`config.mk`:
```
export PLATFORM = sky130hd
export DESIGN_NAME = crc_frame_ctrl
export DESIGN_NICKNAME = d
export VERILOG_FILES = /design/src/rtl/crc_frame_ctrl.sv
export SDC_FILE = /design/constraint.sdc
export NUM_CORES = 1
export LEC_CHECK = 0
export BUFFER_PORTS_ARGS = -buffer_cell sky130_fd_sc_hd__buf_2
export CORE_MARGIN = 2
export CORE_UTILIZATION = 45
export CTS_CLUSTER_DIAMETER = 50
export DETAILED_ROUTE_END_ITERATION = 10
export GPL_ROUTABILITY_DRIVEN = 0
export PLACE_DENSITY = 0.66
export SLEW_MARGIN = 20
export SYNTH_ARGS = -nofsm -noshare
export SYNTH_HDL_FRONTEND = slang
export SYNTH_SLANG_ARGS = --single-unit
```
`constraint.sdc`:
```
create_clock -name clk -period 4.6 [get_ports clk]
set_clock_uncertainty 0.2 [all_clocks]
set_input_delay 0.23 -clock clk [delete_from_list [all_inputs] [get_ports clk]]
set_output_delay 0.23 -clock clk [all_outputs]
set_load 0.01 [all_outputs]
```
`src/rtl/crc_frame_ctrl.sv`:
```
// Packet framer around a CRC-16 engine: passes payload words through, then appends the CRC.
// Also enforces a maximum payload length and keeps packet and error counters.

module crc_ver (
   input  logic        clk,
   input  logic        rst,
   input  logic [15:0] data_in,
   input  logic        crc_en,
   output logic [15:0] crc_out
);

   // x^16 + x^14 + x^12 + x^7 + x^3 + 1, processed MSB first, 16 bits per cycle
   localparam logic [15:0] Poly = 16'h5089;

   logic [15:0] crc_q;
   logic [15:0] crc_d;

   always_comb begin
      crc_d = crc_q;
      for (int i = 15; i >= 0; i--) begin
         if (crc_d[15] ^ data_in[i]) begin
            crc_d = {crc_d[14:0], 1'b0} ^ Poly;
         end else begin
            crc_d = {crc_d[14:0], 1'b0};
         end
      end
   end

   always_ff @(posedge clk or posedge rst) begin
      if (rst) begin
         crc_q <= 16'hFFFF;
      end else if (crc_en) begin
         crc_q <= crc_d;
      end
   end

   assign crc_out = crc_q;

endmodule

module crc_frame_ctrl #(
   parameter int unsigned MAX_WORDS = 1024,
   parameter int unsigned CNT_W     = 16
) (
   input  logic             clk,
   input  logic             rst,
   input  logic [15:0]      s_data,
   input  logic             s_valid,
   input  logic             s_last,
   output logic             s_ready,
   output logic [15:0]      m_data,
   output logic             m_valid,
   output logic             m_last,
   input  logic             m_ready,
   output logic             busy,
   output logic             err_overlen,
   output logic [CNT_W-1:0] pkt_count,
   output logic [CNT_W-1:0] err_count
);

   localparam logic [15:0] LastIdx = 16'(MAX_WORDS - 1);

   typedef enum logic [1:0] {StSeed, StData, StCrc, StDrop} state_e;

   state_e           state_q, state_d;
   logic [15:0]      wcnt_q, wcnt_d;
   logic             clr_q;
   logic             err_q;
   logic [CNT_W-1:0] pkt_q, err_cnt_q;
   logic             trunc;
   logic             pkt_done;
   logic             crc_en;
   logic             eng_rst;
   logic [15:0]      crc_out;

   always_comb begin
      state_d  = state_q;
      wcnt_d   = wcnt_q;
      s_ready  = 1'b0;
      m_valid  = 1'b0;
      m_last   = 1'b0;
      m_data   = '0;
      trunc    = 1'b0;
      pkt_done = 1'b0;
      case (state_q)
         StSeed: begin
            state_d = StData;
         end
         StData: begin
            m_data  = s_data;
            m_valid = s_valid;
            s_ready = m_ready;
            if (s_valid && m_ready) begin
               wcnt_d = wcnt_q + 16'd1;
               if (s_last) begin
                  state_d = StCrc;
               end else if (wcnt_q == LastIdx) begin
                  // Over-long packet: close it here, swallow the rest until s_last
                  trunc   = 1'b1;
                  state_d = StDrop;
               end
            end
         end
         StCrc: begin
            m_valid = 1'b1;
            m_last  = 1'b1;
            m_data  = crc_out;
            if (m_ready) begin
               pkt_done = 1'b1;
               wcnt_d   = '0;
               state_d  = StSeed;
            end
         end
         StDrop: begin
            s_ready = 1'b1;
            if (s_valid && s_last) begin
               state_d = StCrc;
            end
         end
         default: begin
            state_d = StSeed;
         end
      endcase
   end

   always_ff @(posedge clk or posedge rst) begin
      if (rst) begin
         state_q   <= StSeed;
         wcnt_q    <= '0;
         clr_q     <= 1'b1;
         err_q     <= 1'b0;
         pkt_q     <= '0;
         err_cnt_q <= '0;
      end else begin
         state_q <= state_d;
         wcnt_q  <= wcnt_d;
         clr_q   <= (state_d == StSeed);
         err_q   <= trunc;
         if (pkt_done) begin
            pkt_q <= pkt_q + CNT_W'(1);
         end
         if (trunc && (err_cnt_q != '1)) begin
            err_cnt_q <= err_cnt_q + CNT_W'(1);
         end
      end
   end

   // Engine is held at its seed for the whole SEED cycle
   assign eng_rst = rst | clr_q;
   assign crc_en  = s_valid & s_ready & (state_q == StData);

   crc_ver u_crc (
      .clk     (clk),
      .rst     (eng_rst),
      .data_in (s_data),
      .crc_en  (crc_en),
      .crc_out (crc_out)
   );

   assign busy        = ((state_q == StData) && (wcnt_q != '0)) || (state_q == StCrc) ||
                        (state_q == StDrop);
   assign err_overlen = err_q;
   assign pkt_count   = pkt_q;
   assign err_count   = err_cnt_q;

endmodule

```
==> impl_metrics.py <==
metrics = {
    "worst_setup_path": {
        "critPathLaunchType": "flip-flop",
        "critPathArrivalTime_ns": 3.21,
        "critical_path.max_fanout": 25,
        "timing.rr.start": "state_q[1]",
        "setup.worst_path.class": "flip-flop to flip-flop",
        "worst-r2r-setup-slack_ns": 1.43,
        "critical_path.startpoint": "state_q[1]",
        "timing.critical_path.to_type": "flip-flop",
        "critical_path.reg2reg.endpoint": "err_count[1]",
        "worst_r2r_path_depth": 6,
        "worst_setup_path_endpoint": "err_count[1]",
        "timing.critical_path.required_ns": 4.64,
    },
    "clock_tree": {
        "cts_hold_buffers": 2,
        "cts_repair_resize_count": 0,
        "postCtsSetupBuffers": 0,
        "clk_latency_ns": 0.35,
        "cts.root.buffer_cell": "sky130_fd_sc_hd__clkbuf_8",
        "cts.clk_slew.worst_paths_ns": 0.09,
        "number_of_sinks_on_the_clock_net": 68,
        "clock_tree.htree_level_count": 3,
        "clockBufferDepth": 2,
        "cts_tree": "done",
        "tritoncts.num_buffers": 9,
    },
    "yosys": {
        "synthMuxAreaShare_pct": 1.05,
        "yosys.area.top_type": "sky130_fd_sc_hd__dfrtp_1",
        "synth_compound_area_share_pct": 8.16,
        "synth-seq-area-share_pct": 41.3,
        "synth_top_family_by_area": "XOR/XNOR gates",
        "netlist_area_before_placement_sq_mm": 0.00417,
        "post_synth_inst_count": 413,
        "synth_simple_gate_area_share_pct": 17.3,
        "seq_cells_post_synth": 68,
        "synthDistinctLibCells": 41,
        "synth_top_area_share_pct": 30.6,
        "synth_xor_area_share_pct": 27.6,
        "synth_area_per_cell_sq_um": 10.1,
        "synth.net_count": 443,
        "synthAdderAreaFrac_pct": 2.70,
        "top_area_cells_in_the_synthesized_netlist": "sky130_fd_sc_hd__dfrtp_1 31%, sky130_fd_sc_hd__xnor2_1 15%, sky130_fd_sc_hd__dfstp_2 11%",
        "synthesis.yosys.warnings": 0,
    },
    "placed_design": {
        "buffer_ports.inserted": 73,
        "detailedPlacementHpwl_um": 6330,
        "post_dp_cell_area_sq_mm": 0.00465,
    },
    "pwr": {
        "power_density_mw_per_mm2": 803,
        "leakage_uw": 0.00229,
        "clock_power_share_pct": 13.5,
        "peak_supply_drop_mv": 0.665,
        "power_switching_uw": 1560,
        "switching_share_pct": 39.8,
        "sequentialPowerShare_pct": 23.8,
        "power_report.internal_total_uw": 2360,
        "combinationalPowerShare_pct": 62.7,
    },
    "grt": {
        "grt_antenna_before_repair": 0,
        "combined_global_route_utilization_of_all_metal_layers_pct": 18.8,
        "globalRoute.totalOverflow": 0,
        "number_of_global_route_vias_before_repair": 3145,
        "grt_start_max_net_pins": 53,
        "first_pass_grt_wire_length_um": 15000,
    },
    "min_path": {
        "hp-class": "input port to flip-flop",
        "whs_path_depth": 4,
    },
    "sta": {
        "period_share_pct": 68.9,
        "max_clock_freq_mhz": 315,
        "max_slew.worst_pin.slew_ns": 0.947,
        "headroom_to_the_max_slew_limit_pct": 36.9,
        "count_of_pins_over_their_slew_limit": 0,
        "setup_repair_after_global_routing_missed_its_margin": "false",
        "setup-violations-final": 0,
        "setup_total_negative_slack_ns": 0,
        "timing.final.crit_period_ns": 3.17,
        "timing_hold_violations_final": 0,
    },
    "flow_run": {
        "timing.max_cap.violations": 0,
    },
    "drt": {
        "vias": 3191,
        "routed_wl_um": 8860,
        "drt_pre_antenna_iters": 5,
        "drt_first_iter_violations": 107,
        "drt.antenna.violating_nets": 0,
        "post_drt_via_cell_ratio": 5.27,
        "wl_per_cell_um": 14.6,
        "drc_errors": 0,
    },
    "final_layout": {
        "num_antenna_cells": 0,
        "area_growth_syn_to_layout_pct": 17.0,
        "postLayoutCellArea_sq_mm": 0.00488,
        "num-nets-final": 520,
        "post_route_cells_drive_above_1_share_pct": 23.6,
    },
    "floorplanning": {
        "die_w_um": 100,
        "core_area_sq_mm": 0.00911,
        "die_area_sq_mm": 0.0101,
        "floorplan.initialDensity_pct": 45.8,
        "floorplan.rows": 35,
        "floorplan.io_pins": 74,
        "fp.dieH_um": 100,
    },
    "run_status": {
        "run_status": "finished, final reports clean",
    },
}
-- worst max-delay path, stage by stage (launching register included) --
cell	delay, ns
sky130_fd_sc_hd__dfrtp_1	0.43
sky130_fd_sc_hd__inv_1	0.10
sky130_fd_sc_hd__ha_1	0.74
sky130_fd_sc_hd__nand2_1	0.24
sky130_fd_sc_hd__nor4_1	0.64
sky130_fd_sc_hd__o21a_1	0.35
sky130_fd_sc_hd__mux2_2	0.36
-- logic make-up (layout without fill, tap and decap cells) --
logic type,count (synthesis),count (layout)
muxes,4,4
DFF,68,68
xor gates and xnor gates,114,114
and+or+nand+nor,144,144
buffers and inverters,21,103
AOI/OAI and AO/OA,53,53
adders and majority gates,9,9
-- worst min-delay path by stage --
stage	end	from	slack (ns)
6_report	err_overlen	s_valid	0.09
2_1_floorplan	err_overlen	s_last	0.10
3_5_place_dp	pkt_count[15]	pkt_count[15]	0.27
3_3_place_gp	pkt_count[15]	pkt_count[15]	0.26
5_1_grt	err_overlen	s_valid	0.09
4_1_cts	err_overlen	s_valid	0.08
-- cell usage in the layout (no fill, tap or decap), types with 4 or more instances in the layout --
cell,instances
sky130_fd_sc_hd__xor2_1,30
sky130_fd_sc_hd__dfrtp_1,51
sky130_fd_sc_hd__a22oi_1,16
sky130_fd_sc_hd__xnor2_1,73
sky130_fd_sc_hd__nand3_1,19
sky130_fd_sc_hd__and3_1,5
sky130_fd_sc_hd__nor3_1,6
sky130_fd_sc_hd__or3_1,5
sky130_fd_sc_hd__o21ai_0,18
sky130_fd_sc_hd__a21oi_1,6
sky130_fd_sc_hd__buf_2,73
sky130_fd_sc_hd__dfstp_2,17
sky130_fd_sc_hd__ha_1,9
sky130_fd_sc_hd__nand4_1,11
sky130_fd_sc_hd__clkbuf_8,9
sky130_fd_sc_hd__inv_1,9
sky130_fd_sc_hd__nor2_1,31
sky130_fd_sc_hd__nor4_1,4
sky130_fd_sc_hd__nor2b_1,20
sky130_fd_sc_hd__and4_1,5
sky130_fd_sc_hd__nand2_1,34
sky130_fd_sc_hd__xnor3_1,6
-- area by class of cell --
class                      count  area (sq um)
tap                          111           139
multi-input combinational    324          2370
fill                         854          4230
timing repair buffer          77           400
clock buffer                   9           124
clock inverter                 7          83.8
inverter                      10          38.8
sequential                    68          1720
-- stage by stage --
| stage | std cells | power, uW | util (%) | hold WS (ns) | setup WS [ns] |
|---|---|---|---|---|---|
| after floorplan | 413 | 2960 | - | 0.102 | 1.98 |
| after global placement | 588 | 3360 | 51.0 | 0.264 | 1.69 |
| after detailed placement | 588 | 3400 | 51.0 | 0.266 | 1.46 |
| after CTS | 606 | 3950 | 53.5 | 0.0805 | 1.47 |
| after global routing | 606 | 4240 | 53.5 | 0.0904 | 1.16 |
| final | 606 | 3920 | 53.5 | 0.0923 | 1.43 |
-- metal layers --
layer  share of wire (%)  GRT usage, %  wire length (um)  vias to the layer above
li1                    -             -                 -                     1566
met1                  48          24.9              4230                     1541
met2                  47          30.8              4170                       76
met3                 4.1          4.39               366                        8
met4                0.99          5.80                88                        0
met5                   0             0                 0                        -
-- synth_stat cells --
cell	count
sky130_fd_sc_hd__dfrtp_1	51
sky130_fd_sc_hd__nand4_1	11
sky130_fd_sc_hd__nor3_1	6
sky130_fd_sc_hd__and3_1	5
sky130_fd_sc_hd__or2_2	1
sky130_fd_sc_hd__o21ai_0	18
sky130_fd_sc_hd__o21ai_1	1
sky130_fd_sc_hd__xor3_1	1
sky130_fd_sc_hd__xor2_2	1
sky130_fd_sc_hd__and4_1	5
sky130_fd_sc_hd__xnor3_2	1
sky130_fd_sc_hd__a21oi_1	6
sky130_fd_sc_hd__xor2_1	30
sky130_fd_sc_hd__nand2_1	34
sky130_fd_sc_hd__nand2b_1	1
sky130_fd_sc_hd__o2111ai_1	1
sky130_fd_sc_hd__mux2_2	3
sky130_fd_sc_hd__o21a_1	3
sky130_fd_sc_hd__nor2_1	31
sky130_fd_sc_hd__xnor2_1	73
sky130_fd_sc_hd__and2_1	2
sky130_fd_sc_hd__a31oi_1	2
sky130_fd_sc_hd__dfstp_2	17
sky130_fd_sc_hd__xnor3_1	6
sky130_fd_sc_hd__ha_1	9
sky130_fd_sc_hd__a32oi_1	1
sky130_fd_sc_hd__a21o_1	1
sky130_fd_sc_hd__nor4_1	4
sky130_fd_sc_hd__o211ai_1	2
sky130_fd_sc_hd__nand3_1	19
sky130_fd_sc_hd__nor2b_1	20
sky130_fd_sc_hd__a22oi_1	16
sky130_fd_sc_hd__clkbuf_1	10
sky130_fd_sc_hd__mux2i_1	1
sky130_fd_sc_hd__o211a_1	1
sky130_fd_sc_hd__inv_1	10
sky130_fd_sc_hd__xor3_2	1
sky130_fd_sc_hd__a221o_1	1
sky130_fd_sc_hd__buf_1	1
sky130_fd_sc_hd__or3_1	5
sky130_fd_sc_hd__xnor3_4	1
-- flip-flops by register name (all words and copies together) (netlist names) --
signal	cells
err_count	16
pkt_count	16
u_crc.crc_out	16
wcnt_q	16
state_q	2
clr_q	1
err_overlen	1
-- power groups by stage --
stage               registers (uW)  clock network (uW)  logic (uW)
floorplan                      912                   0        2050
global placement               932                   0        2430
detailed placement             937                   0        2470
CTS                            931                 544        2480
global route                   952                 570        2720
finish                         931                 530        2460
(Power assumes the default switching activity.)
